<file path="config.mk">
export PLATFORM = sky130hd
export DESIGN_NAME = prog_loader
export DESIGN_NICKNAME = d
export VERILOG_FILES = /design/src/rtl/prog_loader.sv
export SDC_FILE = /design/constraint.sdc
export NUM_CORES = 1
export LEC_CHECK = 0
export ABC_AREA = 1
export ABC_CLOCK_PERIOD_IN_PS = 9740
export CORE_UTILIZATION = 58
export DETAILED_ROUTE_END_ITERATION = 10
export PLACE_DENSITY = 0.9
export SYNTH_ARGS = -nofsm -noshare
export SYNTH_HDL_FRONTEND = slang
export SYNTH_SLANG_ARGS = --single-unit
</file>
<file path="constraint.sdc">
create_clock -name Clk -period 9.74 [get_ports Clk]
set_input_delay 0.974 -clock Clk [delete_from_list [all_inputs] [get_ports Clk]]
set_output_delay 0.974 -clock Clk [all_outputs]
set_load 0.03 [all_outputs]
</file>
<file path="src/rtl/prog_loader.sv">
// Program loader: streams bytes from a valid/ready source into RAM over the MFA/MOC
// handshake, or reads the RAM back and compares it in verify mode.
module prog_loader #(
    parameter int unsigned ADDR_W  = 9,
    parameter int unsigned LANES   = 1,
    parameter logic [7:0]  PAD     = 8'h00,
    parameter int unsigned TIMEOUT = 64
) (
    input  logic                 Clk,
    input  logic                 Clear,
    input  logic                 Start,
    input  logic                 Mode,
    input  logic [ADDR_W-1:0]    Base,
    input  logic [ADDR_W:0]      Len,
    input  logic [7:0]           In_data,
    input  logic                 In_valid,
    output logic                 In_ready,
    output logic                 MFA,
    output logic                 RW,
    output logic [ADDR_W-1:0]    MAR,
    output logic [8*LANES-1:0]   MDR_out,
    input  logic [8*LANES-1:0]   MDR_in,
    input  logic                 MOC,
    output logic                 Busy,
    output logic                 Done,
    output logic [1:0]           Err,
    output logic [ADDR_W-1:0]    Err_addr,
    output logic [ADDR_W:0]      Count
);

    localparam int unsigned LW = (LANES > 1) ? $clog2(LANES) : 1;
    localparam int unsigned TW = $clog2(TIMEOUT + 1);
    localparam logic [ADDR_W:0] LanesCnt = (ADDR_W + 1)'(LANES);
    localparam logic [LW-1:0]   LastLane = LW'(LANES - 1);
    localparam logic [TW-1:0]   LastWait = TW'(TIMEOUT - 1);

    typedef enum logic [1:0] {StIdle, StFill, StMem, StFin} state_e;

    state_e               state;
    logic                 mode_q;
    logic [ADDR_W:0]      len_q;
    logic [ADDR_W:0]      acc_q;
    logic [ADDR_W:0]      count_q;
    logic [ADDR_W-1:0]    addr_q;
    logic [LW-1:0]        lane_cnt;
    logic [8*LANES-1:0]   lane_reg;
    logic [TW-1:0]        wait_cnt;
    logic [1:0]           err_q;
    logic [ADDR_W-1:0]    err_addr_q;
    logic                 done_q;

    logic [ADDR_W:0]      remaining;
    logic [ADDR_W:0]      valid_lanes;
    logic                 mm_found;
    logic [LW-1:0]        mm_lane;

    // Descending scan so the lowest mismatching lane (lowest address) wins.
    always_comb begin
        remaining   = len_q - count_q;
        valid_lanes = (remaining > LanesCnt) ? LanesCnt : remaining;
        mm_found    = 1'b0;
        mm_lane     = '0;
        for (int i = int'(LANES) - 1; i >= 0; i--) begin
            if (((ADDR_W + 1)'(i) < valid_lanes) &&
                (MDR_in[8*(int'(LANES)-1-i) +: 8] != lane_reg[8*(int'(LANES)-1-i) +: 8])) begin
                mm_found = 1'b1;
                mm_lane  = LW'(i);
            end
        end
    end

    always_ff @(posedge Clk) begin
        if (!Clear) begin
            state      <= StIdle;
            mode_q     <= 1'b0;
            len_q      <= '0;
            acc_q      <= '0;
            count_q    <= '0;
            addr_q     <= '0;
            lane_cnt   <= '0;
            lane_reg   <= '0;
            wait_cnt   <= '0;
            err_q      <= 2'b00;
            err_addr_q <= '0;
            done_q     <= 1'b0;
        end else begin
            done_q <= 1'b0;
            unique case (state)
                StIdle: begin
                    if (Start) begin
                        mode_q     <= Mode;
                        len_q      <= Len;
                        addr_q     <= Base;
                        acc_q      <= '0;
                        count_q    <= '0;
                        err_q      <= 2'b00;
                        err_addr_q <= '0;
                        lane_cnt   <= '0;
                        lane_reg   <= {LANES{PAD}};
                        state      <= (Len == '0) ? StFin : StFill;
                    end
                end
                StFill: begin
                    if (In_valid) begin
                        for (int i = 0; i < int'(LANES); i++) begin
                            if (lane_cnt == LW'(i)) lane_reg[8*(int'(LANES)-1-i) +: 8] <= In_data;
                        end
                        acc_q <= acc_q + 1'b1;
                        if (lane_cnt == LastLane || (acc_q + 1'b1) == len_q) begin
                            lane_cnt <= '0;
                            wait_cnt <= '0;
                            state    <= StMem;
                        end else begin
                            lane_cnt <= lane_cnt + 1'b1;
                        end
                    end
                end
                StMem: begin
                    if (MOC) begin
                        if (mode_q && mm_found) begin
                            err_q      <= 2'b01;
                            err_addr_q <= addr_q + ADDR_W'(mm_lane);
                            state      <= StFin;
                        end else begin
                            count_q <= count_q + valid_lanes;
                            addr_q  <= addr_q + ADDR_W'(LANES);
                            if ((count_q + valid_lanes) < len_q) begin
                                lane_reg <= {LANES{PAD}};
                                state    <= StFill;
                            end else begin
                                state <= StFin;
                            end
                        end
                    end else if (wait_cnt == LastWait) begin
                        err_q      <= 2'b10;
                        err_addr_q <= addr_q;
                        state      <= StFin;
                    end else begin
                        wait_cnt <= wait_cnt + 1'b1;
                    end
                end
                StFin: begin
                    done_q <= 1'b1;
                    state  <= StIdle;
                end
                default: state <= StIdle;
            endcase
        end
    end

    assign In_ready = (state == StFill);
    assign MFA      = (state == StMem);
    assign RW       = (state == StMem) ? mode_q : 1'b1;
    assign MAR      = addr_q;
    assign MDR_out  = lane_reg;
    assign Busy     = (state != StIdle);
    assign Done     = done_q;
    assign Err      = err_q;
    assign Err_addr = err_addr_q;
    assign Count    = count_q;

endmodule

</file>
==> run_results.csv <==
group,metric,value,unit
timing,setup_viol,0,
critical_path,start_kind,"flip-flop",
min_path,min_to,"Err[0]",
critical_path,arrival,5070,ps
die,die_y,93.9,um
min_path,hold_depth,2,
finish,drive_gt1_share,4.91,%
critical_path,critPathMaxStageDelay,420,ps
timing,finalHoldViolCount,0,
die,core_area,8180,um^2
die,ioPinCount,84,
critical_path,r2r_cells,29,
timing,tightest_slew,1030,ps
finish,final_cell_mix,"nand2_1, inv_1, nor2_1, clkdlybuf4s50_1, nand3_1",
critical_path,end_kind,"flip-flop",
clock_network,postCtsSetupRepairBufs,0,
pwr,ir_drop,0.223,mV
pwr,switching_share,49.4,%
synthesis,avgSynthCellArea,6.35,um^2
die,die_w,93.9,um
global_routing,gr-total-overflow,0,
finish,nets,924,
finish,nFillCells,651,
routing,first_iter_violations,315,
pwr,p_int,0.000944,W
clock_network,cts_htree_levels,3,
synthesis,synth_seq_cells,70,
pwr,pwr-share-comb,60.9,%
timing,rsz0062_at_grt,"no",
global_routing,track_usage,32.4,%
min_path,worstHoldPathType,"reg2reg",
placed_design,portBuffers,83,
finish,instances_no_fill,960,
pwr,seqPwrFrac,23.0,%
global_routing,grt_pass1_vias,4982,
clock_network,clk_pin_slew,80,ps
timing,fin_crit,4780,ps
routing,wl,13.8,mm
routing,vias,5313,
synthesis,yosysWarnings,0,
outcome,run_status,"complete, no violations",
die,dieArea,8820,um^2
synthesis,yosysSeqAreaShare,28.6,%
critical_path,crit_buf_inv,3,
critical_path,path_class,"reg2reg",
finish,syn_to_final_growth,23.2,%
routing,viasPerCell,5.53,
placed_design,hpwl,10.1,mm
synthesis,syn-instance-count,771,
finish,diodes,0,
die,start_util,59.9,%
synthesis,synth.distinct_cells,44,
clock_network,numClockSinks,70,
pwr,leakagePower,2.70,nW
critical_path,worst_ep_required_time,10030,ps
placed_design,dp.cells,945,
global_routing,antenna_found_initial,0,
run,drv_cap,0,
timing,fin_setup_tns,0,ps
critical_path,cp_slowest_cell,"fa_1",
timing,max_clock_freq,209,MHz
routing,routedWlPerCell,14.4,um
clock_network,cts_root_buffer,"clkbuf_8",
timing,fin_crit_sh,49.0,%
routing,first_pass_iters,5,
timing,drv_slew,0,
timing,slew_headroom,30.7,%
min_path,hp-start,"Err[0]",
die,rows,33,
critical_path,regToRegStartpoint,"Count[0]",
clock_network,cts-buffers-inserted,9,
critical_path,rrSetupSlack,4960,ps
synthesis,synth_area,4900,um^2
critical_path,cp_max_fo,9,
clock_network,cts_resized,0,
global_routing,grt_pass1_wl,22.6,mm
clock_network,clock_path_buffers,2,
pwr,p_switching,0.000920,W
finish,final_common_cell,"nand2_1",
pwr,power_density,309,nW/um^2
critical_path,worstReg2RegEnd,"MDR_out[7]",
pwr,power,0.00186,W
clock_network,cts_hold_buf,0,
critical_path,timing.critical_path.mode_cell,"nand2_1",
routing,ant_nets,0,
placed_design,gp_congestion,0.991,
clock_network,cts_tree,"yes",
routing,drc,0,
finish,post-route-util,73.8,%
critical_path,crit_family,"simple AND/OR/NAND/NOR gates",
clock_network,clk_latency,350,ps
global_routing,grt_max_degree,45,
pwr,p_clk_share,16.0,%
timing,skew,13.2,ps
==> cells by family (layout without fill, tap and decap cells) <==
kind of cell | Yosys count | count (layout) | synth area share (%)
AOI/OAI and AO/OA | 111 | 111 | 12.4
buffers and inverters | 130 | 206 | 10.6
and+or+nand+nor | 403 | 403 | 35.6
DFF | 70 | 70 | 28.6
other | 1 | 9 | 0.0765
adders and majority gates | 32 | 32 | 8.48
xor gates and xnor gates | 24 | 24 | 4.29
==> sequential cells by signal, summed over array words and instances, names as in the netlist <==
register and count:
lane_cnt 1, mode_q 1, MDR_out 8, Count 10, MAR 9, len_q 10
acc_q 10, wait_cnt 7, state 2, Err_addr 9, Err 2, Done 1
==> stage by stage <==
step           area [um^2]  hold WS, ps  setup slack, ps
6_report              6040          467             4960
5_1_grt               6040          489             4430
4_1_cts               6040          469             5030
3_5_place_dp          5790          455             5110
3_3_place_gp          5790          443             5380
2_1_floorplan         4930          450             5520
==> synth_stat cells, drive strengths merged <==
master	n	area, um^2
a21boi	1	7.51
nand3	82	420
o211ai	1	7.51
conb	1	3.75
a21o	2	15.0
nor2	89	347
ha	30	375
fa	2	40.0
a211oi	1	7.51
a21oi	66	334
clkinv	2	12.5
clkbuf	12	45.0
o21ai	27	139
a221oi	2	17.5
nor3	11	60.1
o21bai	3	22.5
a31oi	5	31.3
buf	12	70.1
nor4	3	18.8
xnor2	10	87.6
o2111ai	1	8.76
nand2	201	785
o2bb2ai	1	8.76
nand4	15	100
dfxtp	70	1400
inv	104	390
o21a	1	7.51
xor2	14	123
nand3b	1	7.51
or2	1	6.26
==> power groups by stage <==
stage	Sequential, W	Clock, W	Combinational (W)
after global placement	0.000430	0	0.00108
after detailed placement	0.000433	0	0.00111
after global routing	0.000438	0.000309	0.00126
after CTS	0.000428	0.000297	0.00112
final	0.000430	0.000299	0.00114
after floorplan	0.000508	0	0.000732
==> worst max path at each step <==
stage          startpoint         end  slack [ps]  cells past startpoint
2_1_floorplan    Count[0]  MDR_out[0]        5520                     29
3_3_place_gp     len_q[0]  MDR_out[1]        5380                     30
3_5_place_dp     Count[0]  MDR_out[2]        5110                     29
4_1_cts          Count[0]  MDR_out[2]        5030                     29
5_1_grt          Count[0]  MDR_out[7]        4430                     29
6_report         Count[0]  MDR_out[7]        4960                     29
==> routing by layer <==
| layer | GRT usage [%] | up-vias | wire length, um |
|---|---|---|---|
| li1 | - | 2642 | - |
| met1 | 38.3 | 2429 | 5720 |
| met2 | 58.2 | 206 | 6810 |
| met3 | 5.18 | 36 | 872 |
| met4 | 12.4 | 0 | 371 |
| met5 | 0 | - | 0 |
==> worst reg2reg max path, delay by kind of cell, from the launching register on <==
kind | cells | cell delay, ps
simple gates | 15 | 1770
fa+ha+maj | 5 | 1560
compound gates | 5 | 670
flops | 1 | 410
buf+inv | 3 | 210
xor+xnor | 1 | 140
==> cell type report <==
type | instances | area (um^2) | area share, %
clock inverter | 5 | 106 | 1.76
timing repair buffer | 85 | 846 | 14.0
tap | 105 | 131 | 2.18
sequential | 70 | 1400 | 23.2
clock buffer | 10 | 138 | 2.28
multi-input combinational | 579 | 3010 | 49.9
inverter | 106 | 403 | 6.67
Power figures use the tool's default switching activity.
